File: src/rtl/fetch_unit_if.sv
// ============================================================================
// Module   : fetch_unit_if
// Brief    : Instruction-memory request/response bus between fetch and memory.
// Revision : 1.0
// ============================================================================
`default_nettype none

interface fetch_unit_if #(
  parameter int ADDR_W = 32,
  parameter int DATA_W = 32
) ();
  logic              req_valid;
  logic [ADDR_W-1:0] req_addr;
  logic              req_ready;
  logic              rsp_valid;
  logic [DATA_W-1:0] rsp_data;

  modport master (
    output req_valid, req_addr,
    input  req_ready, rsp_valid, rsp_data
  );

  modport slave (
    input  req_valid, req_addr,
    output req_ready, rsp_valid, rsp_data
  );
endinterface

`default_nettype wire

File: src/rtl/fetch_unit.sv
// ============================================================================
// Module   : fetch_unit
// Brief    : PC owner, credit-limited fetch, instruction FIFO, flush drop.
//            Optional zero-latency bypass enabled by FETCH_BYPASS_EN.
// Revision : 1.0
// ============================================================================
`default_nettype none

module fetch_unit #(
  parameter int              ADDR_W     = 32,
  parameter int              DATA_W     = 32,
  parameter logic [ADDR_W-1:0] RESET_PC = '0,
  parameter int              FIFO_DEPTH = 2
) (
  input  logic              clk,
  input  logic              rst_n,
  input  logic              flush_i,
  input  logic [ADDR_W-1:0] flush_pc_i,
  input  logic              hold_i,
  fetch_unit_if.master      mem,
  output logic              if_valid_o,
  output logic [DATA_W-1:0] if_inst_o,
  output logic [ADDR_W-1:0] if_pc_o
);

  localparam int PTR_W = $clog2(FIFO_DEPTH);
  localparam int CNT_W = PTR_W + 1;

  logic [ADDR_W-1:0] pc_q, pc_d;
  logic [ADDR_W-1:0] rsp_pc_q, rsp_pc_d;
  logic [CNT_W-1:0]  out_q, out_d;
  logic [CNT_W-1:0]  drop_q, drop_d;
  logic [CNT_W-1:0]  wptr_q, wptr_d;
  logic [CNT_W-1:0]  rptr_q, rptr_d;
  logic              run_q;
  logic [DATA_W-1:0] inst_mem_q [FIFO_DEPTH];
  logic [ADDR_W-1:0] pc_mem_q   [FIFO_DEPTH];

  logic [CNT_W-1:0]  w_cnt;
  logic              w_empty, w_full, w_credit;
  logic              w_issue, w_keep, w_push, w_pop;
  logic [ADDR_W-1:0] w_flush_pc;
  logic [PTR_W-1:0]  w_widx, w_ridx;
  logic              w_unused;

  assign w_cnt      = wptr_q - rptr_q;
  assign w_empty    = (w_cnt == '0);
  assign w_full     = (w_cnt == CNT_W'(FIFO_DEPTH));
  // Credit covers both buffered entries and requests still in flight.
  assign w_credit   = ({1'b0, out_q} + {1'b0, w_cnt}) < (CNT_W+1)'(FIFO_DEPTH);
  assign w_flush_pc = {flush_pc_i[ADDR_W-1:2], 2'b00};
  assign w_unused   = ^flush_pc_i[1:0];
  assign w_widx     = wptr_q[PTR_W-1:0];
  assign w_ridx     = rptr_q[PTR_W-1:0];

  assign mem.req_valid = run_q & ~flush_i & w_credit;
  assign mem.req_addr  = pc_q;
  assign w_issue       = mem.req_valid & mem.req_ready;
  assign w_keep        = mem.rsp_valid & ~flush_i & (drop_q == '0);
  assign w_pop         = ~w_empty & ~hold_i & ~flush_i;

`ifdef FETCH_BYPASS_EN
  logic w_byp;
  assign w_byp      = w_keep & w_empty;
  assign w_push     = w_keep & ~(w_byp & ~hold_i);
  assign if_valid_o = ~w_empty | w_byp;
  assign if_inst_o  = w_byp ? mem.rsp_data : inst_mem_q[w_ridx];
  assign if_pc_o    = w_byp ? rsp_pc_q     : pc_mem_q[w_ridx];
`else
  assign w_push     = w_keep;
  assign if_valid_o = ~w_empty;
  assign if_inst_o  = inst_mem_q[w_ridx];
  assign if_pc_o    = pc_mem_q[w_ridx];
`endif

  always_comb begin
    pc_d     = pc_q;
    rsp_pc_d = rsp_pc_q;
    out_d    = out_q + CNT_W'(w_issue) - CNT_W'(mem.rsp_valid);
    drop_d   = drop_q;
    wptr_d   = wptr_q;
    rptr_d   = rptr_q;
    if (flush_i) begin
      // Everything still in flight after this cycle is stale.
      pc_d     = w_flush_pc;
      rsp_pc_d = w_flush_pc;
      drop_d   = out_q - CNT_W'(mem.rsp_valid);
      wptr_d   = '0;
      rptr_d   = '0;
    end else begin
      if (w_issue) pc_d = pc_q + ADDR_W'(4);
      if (mem.rsp_valid) begin
        if (drop_q != '0) drop_d = drop_q - CNT_W'(1);
        else              rsp_pc_d = rsp_pc_q + ADDR_W'(4);
      end
      if (w_push) wptr_d = wptr_q + CNT_W'(1);
      if (w_pop)  rptr_d = rptr_q + CNT_W'(1);
    end
  end

  always_ff @(posedge clk or negedge rst_n) begin
    if (!rst_n) begin
      pc_q     <= RESET_PC;
      rsp_pc_q <= RESET_PC;
      out_q    <= '0;
      drop_q   <= '0;
      wptr_q   <= '0;
      rptr_q   <= '0;
      run_q    <= 1'b0;
      for (int i = 0; i < FIFO_DEPTH; i++) begin
        inst_mem_q[i] <= '0;
        pc_mem_q[i]   <= '0;
      end
    end else begin
      pc_q     <= pc_d;
      rsp_pc_q <= rsp_pc_d;
      out_q    <= out_d;
      drop_q   <= drop_d;
      wptr_q   <= wptr_d;
      rptr_q   <= rptr_d;
      run_q    <= 1'b1;
      if (w_push) begin
        inst_mem_q[w_widx] <= mem.rsp_data;
        pc_mem_q[w_widx]   <= rsp_pc_q;
      end
    end
  end

  always_ff @(posedge clk) begin
    if (rst_n) assert (!(w_push && w_full && !w_pop));
  end

endmodule

`default_nettype wire

File: src/flat_wrapper.sv
// flat-port wrapper written by rule: the top's interface ports become plain ports
module fetch_unit_flat 
#(
  parameter int              ADDR_W     = 32,
  parameter int              DATA_W     = 32,
  parameter logic [ADDR_W-1:0] RESET_PC = '0,
  parameter int              FIFO_DEPTH = 2
)
  (clk, rst_n, flush_i, flush_pc_i, hold_i, if_valid_o, if_inst_o, if_pc_o, mem_req_valid, mem_req_addr, mem_req_ready, mem_rsp_valid, mem_rsp_data);
  fetch_unit_if #(.ADDR_W(ADDR_W), .DATA_W(DATA_W)) mem_i ();
  input  logic clk;
  input  logic rst_n;
  input  logic flush_i;
  input  logic [ADDR_W-1:0] flush_pc_i;
  input  logic hold_i;
  output logic if_valid_o;
  output logic [DATA_W-1:0] if_inst_o;
  output logic [ADDR_W-1:0] if_pc_o;
  output wire logic [$bits(mem_i.req_valid)-1:0] mem_req_valid;
  output wire logic [$bits(mem_i.req_addr)-1:0] mem_req_addr;
  input wire logic [$bits(mem_i.req_ready)-1:0] mem_req_ready;
  input wire logic [$bits(mem_i.rsp_valid)-1:0] mem_rsp_valid;
  input wire logic [$bits(mem_i.rsp_data)-1:0] mem_rsp_data;
  assign mem_req_valid = mem_i.req_valid;
  assign mem_req_addr = mem_i.req_addr;
  assign mem_i.req_ready = mem_req_ready;
  assign mem_i.rsp_valid = mem_rsp_valid;
  assign mem_i.rsp_data = mem_rsp_data;
  fetch_unit #(.ADDR_W(ADDR_W), .DATA_W(DATA_W), .RESET_PC(RESET_PC), .FIFO_DEPTH(FIFO_DEPTH)) u_core (.clk(clk), .rst_n(rst_n), .flush_i(flush_i), .flush_pc_i(flush_pc_i), .hold_i(hold_i), .mem(mem_i), .if_valid_o(if_valid_o), .if_inst_o(if_inst_o), .if_pc_o(if_pc_o));
endmodule
File: config.mk
export PLATFORM = sky130hd
export DESIGN_NAME = fetch_unit_flat
export DESIGN_NICKNAME = d
export VERILOG_FILES = /design/src/rtl/fetch_unit_if.sv /design/src/rtl/fetch_unit.sv /design/src/flat_wrapper.sv
export SDC_FILE = /design/constraint.sdc
export NUM_CORES = 1
export LEC_CHECK = 0
export ABC_CLOCK_PERIOD_IN_PS = 5500
export CAP_MARGIN = 20
export CORE_ASPECT_RATIO = 1.5
export CORE_MARGIN = 5
export CORE_UTILIZATION = 57
export CTS_CLUSTER_DIAMETER = 200
export DETAILED_ROUTE_END_ITERATION = 10
export GPL_ROUTABILITY_DRIVEN = 0
export HOLD_SLACK_MARGIN = 0.03
export PLACE_DENSITY = 0.85
export SLEW_MARGIN = 20
export SYNTH_ARGS = -nofsm -noshare
export SYNTH_HDL_FRONTEND = slang
export SYNTH_SLANG_ARGS = --single-unit
export TNS_END_PERCENT = 50
File: constraint.sdc
create_clock -name clk -period 5.5 [get_ports clk]
set_clock_uncertainty 0.15 [all_clocks]
set_input_delay 1.1 -clock clk [delete_from_list [all_inputs] [get_ports clk]]
set_output_delay 1.1 -clock clk [all_outputs]
set_load 0.01 [all_outputs]
### After elaboration in Yosys (flattened, before gate mapping)

Cells that the tools add are included.
Widths: inputs -> output; s select.

| operators by class | value |
|---|---|
| multiplexer cells | 22 |
| shifts and indexed selects | 0 |
| bitwise operators | 12 |
| reduce and logical (&&, ||, !) cells | 11 |
| $lt $le $gt $ge | 4 |
| divide/modulo/power cells | 0 |
| multiply operators | 0 |
| equality and inequality tests | 1 |
| add/subtract/negate cells | 10 |

Operator list:

| operator | count |
|---|---|
| $mux 32 | 12 |
| $bwmux 64 | 2 |
| $add 32x3->32 const B | 2 |
| $demux 32 s1 | 1 |
| $mux 2 | 7 |
| $reduce_bool 2->1 | 6 |
| $and 1x1->1 | 7 |
| $add 2x1->2 const B | 2 |
| $ge 2x2->1 const B | 2 |
| $logic_not 2->1 | 2 |
| $not 1->2 | 2 |
| $reduce_and 2->1 | 2 |
| $sub 2x1->2 | 2 |
| $add 2x2->3 | 1 |
| $lt 3x2->1 const B | 1 |
| $not 1->1 | 3 |
| $add 2x1->2 | 1 |
| $lt 2x1->1 const B | 1 |
| $ne 2x2->1 const B | 1 |
| $sub 2x1->2 const B | 1 |
| $sub 2x2->2 | 1 |
| $logic_and 1x1->1 | 1 |

| word-level totals | value |
|---|---|
| memories | 0 |
| output and inout bits | 98 |
| bits in read-only memories | 0 |
| latch bits | 0 |
| register bits | 201 |
| RAM bits | 0 |

### Logic depth before layout (Yosys ltp)

Gate-level depths: netlist of run 1.

| depth | value |
|---|---|
| word-level depth | 7 |
| mapped depth | 11 |
| mapped depth without buffers | 10 |

### Worst setup path before layout of run 1

Ideal clock, no wire load.

| timing | value |
|---|---|
| kind | reg2out |
| start | reg u_core.wptr_q[0] |
| end | out mem_req_valid |
| required time | 4.250 ns |
| path slack | 2.507 ns |
| cell stages (with the launch flop) | 7 |
| arrival | 1.743 ns |
| cell sequence | dfrtp_1 inv_1 ha_1 nand2b_1 fa_1 nand4b_1 clkinv_1 |

| between the ends | value |
|---|---|
| longest elaborated chain between the ends | 4 |

RTL lines:

| what | RTL line | source |
|---|---|---|
| start, declared | fetch_unit.sv:33 | `logic [CNT_W-1:0] wptr_q, wptr_d;` |
| start signal, assigned | fetch_unit.sv:119 | `wptr_q <= wptr_d;` |
| $sub 2x2->2 | fetch_unit.sv:46 | `assign w_cnt = wptr_q - rptr_q;` |
| $add 2x2->3 | fetch_unit.sv:50 | `assign w_credit = ({1'b0, out_q} + {1'b0, w_cnt}) < (CNT_W+1)'(FIFO_DEPTH);` |
| $lt 3x2->1 | fetch_unit.sv:50 |  |
| $and 1x1->1 | fetch_unit.sv:56 | `assign mem.req_valid = run_q & ~flush_i & w_credit;` |
| end, declared | flat_wrapper.sv:19 | `output wire logic [$bits(mem_i.req_valid)-1:0] mem_req_valid;` |

No other way between the ends.

### Worst setup path after layout of run 1

Same ends and word-level chain as after synthesis.

==> flow_metrics.env, run 1 <==
export IMPL_design_die_area_mm2=0.0195
export IMPL_area_growth_pct=24.4
export IMPL_setup_tns_final_ps=0
export IMPL_power_frac_comb_pct=36.6
export IMPL_dp_hpwl_um=16100
export IMPL_synthAdderAreaFrac_pct=0.995
export IMPL_postSynthCellCount=832
export IMPL_met3_length_um=1380
export IMPL_ys_seq_area_share_pct=50.6
export IMPL_p_leak_uw=0.00504
export IMPL_holdPathStages=2
export IMPL_end_kind="primary output"
export IMPL_max_stage_delay_ps=580
export IMPL_p_switching_uw=1650
export IMPL_cellPowerDensity_mw_per_mm2=463
export IMPL_ys_ff_latch=193
export IMPL_p_int_uw=3850
export IMPL_fp_dieW_um=116
export IMPL_grt_pass1_vias=7713
export IMPL_synth_main_ff_cell="dfrtp_1"
export IMPL_finalSetupViolCount=0
export IMPL_seq_power_share_pct=40.3
export IMPL_grt_antenna_before_repair=0
export IMPL_switching_share_pct=30.0
export IMPL_slowest_stage="clkdlybuf4s50_1"
export IMPL_avgRoutedWirePerCell_um=19.8
export IMPL_hold_path_end="u_core.pc_mem_q[28]$_DFFE_PN0P_"
export IMPL_gr_total_overflow=0
export IMPL_io_pins=168
export IMPL_critical_path_arrival_ps=3110
export IMPL_cap_viol_max_count=0
export IMPL_synthXorXnorAreaFrac_pct=2.16
export IMPL_routed_top_layer="met4"
export IMPL_layout_commonest_cell="dfrtp_1"
export IMPL_drt_pass1_iter_count=5
export IMPL_core_mm2=0.0166
export IMPL_grt_pass1_wl_um=39000
export IMPL_fin_area_mm2=0.0119
export IMPL_grt_max_degree=119
export IMPL_num_rows=58
export IMPL_vdd_drop_max_v=0.000219
export IMPL_async_reset_ff_share_pct=100
export IMPL_die_y_um=169
export IMPL_synthSimpleGateAreaFrac_pct=13.3
export IMPL_drc=0
export IMPL_synth_compound_area_share_pct=8.21
export IMPL_initial_core_util_pct=57.5
export IMPL_dr_wl_met2_um=12200
export IMPL_crit_chain="inv_1 -> ha_1 -> nand2b_1 -> fa_1 -> nand4b_1 -> clkinv_1 -> clkdlybuf4s50_1"
export IMPL_mostFrequentLayoutCells="dfrtp_1 (192), mux2_2 (176), clkdlybuf4s50_1 (159)"
export IMPL_cts_sinks=193
export IMPL_cp_required_ps=4250
export IMPL_yosysWarnings=0
export IMPL_initialDrtViolationCount=600
export IMPL_syn_avg_cell_area_um2=11.5
export IMPL_post_route_period_util_pct=79.2
export IMPL_ctsHoldBuffers=0
export IMPL_hp_class="reg2reg"
export IMPL_cts_root_buf="clkbuf_16"
export IMPL_reg2reg_slack_ps=1690
export IMPL_setup_worst_path_start_class="register"
export IMPL_hold_ws_ps=326
export IMPL_max_slew_worst_pin_slew_ps=1020
export IMPL_crit_start="u_core.wptr_q[0]$_DFFE_PN0P_"
export IMPL_hold_viol_final=0
export IMPL_r2r_end="u_core.mem.req_addr[30]$_DFFE_PN0P_"
export IMPL_drt_vias_per_instance=6.16
export IMPL_synth_top_family_by_area="multiplexers"
export IMPL_numCtsBuffers=17
export IMPL_critPathKind="reg2out"
export IMPL_cts_resized=0
export IMPL_synthMuxAreaShare_pct=21.0
export IMPL_max_freq_mhz=230
export IMPL_reg2reg_depth=11
export IMPL_final_net_count=1051
export IMPL_hp_start="u_core.pc_mem_q[28]$_DFFE_PN0P_"
export IMPL_drive_gt1_share_pct=22.9
export IMPL_crit_fanout=8
export IMPL_status="finished clean"
export IMPL_clockBufferDepth=2
export IMPL_ys_types=56
export IMPL_clk_pin_slew_ps=60
export IMPL_power_frac_clock_pct=23.2
export IMPL_rsz0062_at_grt="false"
export IMPL_clock_latency_ps=420
export IMPL_vias=7358
export IMPL_slew_headroom_pct=32.3
export IMPL_synth_area_mm2=0.00955
export IMPL_post_cts_buffers=0
export IMPL_cts_max_level=4
export IMPL_ant_nets=0
export IMPL_antenna_cells=0
export IMPL_slew_violations=0
export IMPL_wl_met1_um=9560
export IMPL_place_area_mm2=0.0113
export IMPL_synth_edf_count=0
export IMPL_wl_um=23600
export IMPL_numPortBuffers=161
export IMPL_cts_tree="built"
export IMPL_track_usage_pct=24.8
export IMPL_fin_crit_ps=4360
export IMPL_reg2reg_from="u_core.wptr_q[0]$_DFFE_PN0P_"
cells by family after synthesis:
| kind of cell | count (synthesis) |
|---|---|
| simple gates | 238 |
| flops | 193 |
| mux | 178 |
| compound gates | 111 |
| buf+inv | 81 |
| xor+xnor | 22 |
| fa+ha+maj | 7 |
| other cells | 2 |
worst max-delay path, delay by kind of cell (launching register included):
| kind | cells | cell delay, ps |
|---|---|---|
| buf+inv | 3 | 950 |
| fa+ha+maj | 2 | 850 |
| simple gates | 2 | 500 |
| flops | 1 | 380 |
routing by layer:
metal	GRT usage, %	vias to the layer above
li1	-	3342
met1	32.0	3661
met2	42.2	303
met3	3.90	52
met4	8.83	0
met5	0	-
flip-flops by register name, summed over array words and instances (netlist names):
register             count
u_core.drop_q            2
u_core.inst_mem_q       64
u_core.mem.req_addr     30
u_core.out_q             2
u_core.pc_mem_q         60
u_core.rptr_q            2
u_core.rsp_pc_q         30
u_core.run_q             1
u_core.wptr_q            2
per-stage QoR:
stage,setup slack (ps),total power (uW),std cells,util [%]
floorplan,2510,3290,835,-
global placement,1630,4170,1165,67.8
detailed placement,1610,4260,1165,67.8
CTS,1150,5550,1194,71.5
global route,1030,5810,1194,71.5
finish,1140,5500,1194,71.5
cells in the mapped netlist, drive strengths merged (5+ instances only):
library cell  instances  area share [%]
buf                  17             1.3
dfrtp               193              51
nand2                67             2.6
or4                  15             1.2
nand4                35             2.4
a211o                 6            0.55
inv                  28             1.1
and2                  5            0.33
mux2                176              21
o311ai                9            0.83
o21ai                34             1.8
and3                  8            0.52
nor4                 10            0.65
a311o                 8            0.84
xnor2                16             1.5
xor2                  5            0.46
ha                    6            0.79
nand3                41             2.2
nor2                 22            0.86
and4                  7            0.64
o211ai               10            0.79
a21oi                13            0.68
nor3                 14            0.73
clkbuf               35             1.4
power groups by stage:
stage               combinational [uW]  sequential (uW)  clock (uW)
CTS                               2040             2210        1300
floorplan                         1140             2150           0
global placement                  1970             2200           0
finish                            2010             2220        1270
detailed placement                2020             2240           0
global route                      2180             2270        1360
how the worst max path moves through the flow:
| stage | slack, ps | cells past startpoint | end |
|---|---|---|---|
| 2_1_floorplan | 2510 | 6 | mem_req_valid |
| 3_3_place_gp | 1630 | 5 | u_core.inst_mem_q[30]$_DFFE_PN0P_ |
| 3_5_place_dp | 1610 | 5 | u_core.inst_mem_q[27]$_DFFE_PN0P_ |
| 4_1_cts | 1150 | 7 | mem_req_valid |
| 5_1_grt | 1030 | 7 | mem_req_valid |
| 6_report | 1140 | 7 | mem_req_valid |
layout make-up:
cell class	instances	area, um2
inverters	29	109
fillers	1181	4740
clock inverters	10	153
flip-flops and latches	193	4830
clock buffers	19	453
repair buffers	172	1690
well taps	210	263
multi-input cells	561	4380
Power figures use the tool's default switching activity.
==> run 2: changes to the inputs <==
--- a/config.mk
+++ b/config.mk
@@ -5,16 +5,16 @@
 export SDC_FILE = /design/constraint.sdc
 export NUM_CORES = 1
 export LEC_CHECK = 0
-export ABC_CLOCK_PERIOD_IN_PS = 5500
+export ABC_CLOCK_PERIOD_IN_PS = 3550
 export CAP_MARGIN = 20
 export CORE_ASPECT_RATIO = 1.5
 export CORE_MARGIN = 5
-export CORE_UTILIZATION = 57
+export CORE_UTILIZATION = 48
 export CTS_CLUSTER_DIAMETER = 200
 export DETAILED_ROUTE_END_ITERATION = 10
 export GPL_ROUTABILITY_DRIVEN = 0
 export HOLD_SLACK_MARGIN = 0.03
-export PLACE_DENSITY = 0.85
+export PLACE_DENSITY = 0.77
 export SLEW_MARGIN = 20
 export SYNTH_ARGS = -nofsm -noshare
 export SYNTH_HDL_FRONTEND = slang
==> constraint.sdc (replaced) <==
create_clock -name clk -period 3.55 [get_ports clk]
set_clock_uncertainty 0.15 [all_clocks]
set_input_delay 0.71 -clock clk [delete_from_list [all_inputs] [get_ports clk]]
set_output_delay 0.71 -clock clk [all_outputs]
set_load 0.01 [all_outputs]
==> flow_metrics.env, run 2 (synthesis gave the netlist of run 1 again) <==
export IMPL_slew_violations=0
export IMPL_max_slew_worst_pin_slew_ps=901
export IMPL_cp_required_ps=2690
export IMPL_seq_power_share_pct=39.6
export IMPL_core_mm2=0.0197
export IMPL_gr_total_overflow=0
export IMPL_status="finished clean"
export IMPL_fin_crit_ps=3360
export IMPL_crit_buf_inv=3
export IMPL_setup_tns_final_ps=0
export IMPL_cellPowerDensity_mw_per_mm2=712
export IMPL_vias=7281
export IMPL_mostFrequentLayoutCells="dfrtp_1 (192), mux2_2 (176), clkdlybuf4s50_1 (158)"
export IMPL_top_regs="u_core.inst_mem_q: 64 flops, u_core.pc_mem_q: 60 flops"
export IMPL_cp_top_family="adder cells"
export IMPL_fillers=1584
export IMPL_slowest_stage="fa_1"
export IMPL_power_frac_clock_pct=23.9
export IMPL_ctsHoldBuffers=0
export IMPL_fp_dieW_um=125
export IMPL_area_growth_pct=26.6
export IMPL_hp_class="in2async"
export IMPL_p_switching_uw=2580
export IMPL_switching_share_pct=29.9
export IMPL_drive_gt1_share_pct=24.2
export IMPL_crit_chain="inv_2 -> ha_2 -> nand2b_1 -> fa_1 -> nand4b_1 -> clkinv_1 -> dlygate4sd2_1"
export IMPL_hold_viol_final=0
export IMPL_ant_nets=0
export IMPL_power_frac_comb_pct=36.5
export IMPL_track_usage_pct=20.8
export IMPL_critical_path_arrival_ps=2500
export IMPL_finalSetupViolCount=0
export IMPL_design_die_area_mm2=0.0229
export IMPL_p_leak_uw=0.00513
export IMPL_numPortBuffers=161
export IMPL_antenna_cells=0
export IMPL_vdd_drop_max_v=0.000349
export IMPL_post_route_period_util_pct=94.7
export IMPL_num_rows=63
export IMPL_cts_max_level=4
export IMPL_drt_vias_per_instance=5.78
export IMPL_initial_core_util_pct=48.5
export IMPL_drt_pass1_iter_count=5
export IMPL_slew_headroom_pct=39.9
export IMPL_clock_latency_ps=440
export IMPL_top_register="u_core.inst_mem_q"
export IMPL_grt_max_degree=73
export IMPL_largest_reg_flops=64
export IMPL_io_pins=168
export IMPL_numCtsBuffers=17
export IMPL_avgRoutedWirePerCell_um=18.6
export IMPL_max_freq_mhz=297
export IMPL_dp_hpwl_um=16300
export IMPL_final_net_count=1063
export IMPL_stdcell_count=1259
export IMPL_die_y_um=183
export IMPL_critPathKind="reg2out"
export IMPL_clockBufferDepth=2
export IMPL_layout_commonest_cell="dfrtp_1"
export IMPL_placed_cells=1227
export IMPL_wl_um=23400
export IMPL_grt_antenna_before_repair=0
export IMPL_setup_worst_path_start_class="register"
export IMPL_rsz0062_at_grt="false"
export IMPL_clk_pin_slew_ps=80
export IMPL_grt_pass1_wl_um=38900
export IMPL_cts_sinks=193
export IMPL_crit_fanout=5
export IMPL_p_int_uw=6040
export IMPL_hold_ws_ps=131
export IMPL_initialDrtViolationCount=587
export IMPL_cap_viol_max_count=0
export IMPL_grt_pass1_vias=7554
export IMPL_max_stage_delay_ps=510
export IMPL_cts_tree="built"
export IMPL_end_kind="primary output"
export IMPL_drc=0
export IMPL_cts_root_buf="clkbuf_16"
-- run 2: cell count changes in the layout (fill, tap and decap cells not counted), sizes merged --
cell / before / now
buf: 12 / 24
bufinv: 3 / 4
clkbuf: 20 / 18
clkdlybuf4s50: 159 / 158
clkinv: 4 / 7
dlygate4sd2: 0 / 1
inv: 31 / 32
-- run 2: metrics by stage --
stage	cell area (um2)	setup WS (ps)	utilization [%]	power (uW)
after global placement	11500	334	58.2	6530
after global routing	12100	39.1	61.4	9120
after floorplan	9560	577	-	5090
final	12100	187	61.4	8610
after CTS	12100	147	61.4	8700
after detailed placement	11500	335	58.2	6630
-- run 2: what timing repair did --
| action | 4_1_cts | 5_1_grt |
|---|---|---|
| pin swaps | 1 | 0 |
| buffers inserted | 0 | 0 |
| resized for setup | 1 | 2 |
| setup endpoints to repair | 1 | 1 |
-- run 2: path summary, 6_finish.rpt --
kind	from	end	slack, ps	cells after the start
min in group clk	u_core.pc_mem_q[28]$_DFFE_PN0P_	u_core.pc_mem_q[28]$_DFFE_PN0P_	320	2
worst max-delay path	u_core.wptr_q[0]$_DFFE_PN0P_	mem_req_valid	190	7
worst min-delay path	rst_n	u_core.mem.req_addr[11]$_DFFE_PN0P_	130	1
max in group asynchronous	rst_n	u_core.inst_mem_q[7]$_DFFE_PN0P_	2330	2
worst min register to register	u_core.pc_mem_q[28]$_DFFE_PN0P_	u_core.pc_mem_q[28]$_DFFE_PN0P_	320	2
worst max register to register	u_core.wptr_q[0]$_DFFE_PN0P_	u_core.mem.req_addr[21]$_DFFE_PN0P_	370	10
-- run 2: final cells by class --
class,instances,area (um2),share of cell area [%]
inverter,29,109,0.900
multi-input combinational,561,4380,36.2
sequential,193,4830,39.9
clock buffer,17,425,3.52
tap,260,325,2.69
clock inverter,15,206,1.71
timing repair buffer,184,1820,15.0
-- run 2: power groups by stage --
stage          sequential [uW]  clock [uW]  combinational, uW
3_3_place_gp              3410           0               3120
6_report                  3410        2060               3140
3_5_place_dp              3450           0               3180
5_1_grt                   3510        2190               3410
2_1_floorplan             3320           0               1770
4_1_cts                   3410        2090               3190
-- run 2: per-layer routing --
layer,GRT usage (%),vias to the layer above,share of wire (%)
met1,26.7,3617,42
met5,0,-,0
li1,-,3366,-
met4,7.34,0,2.3
met3,4.05,44,4.9
met2,35.5,254,51
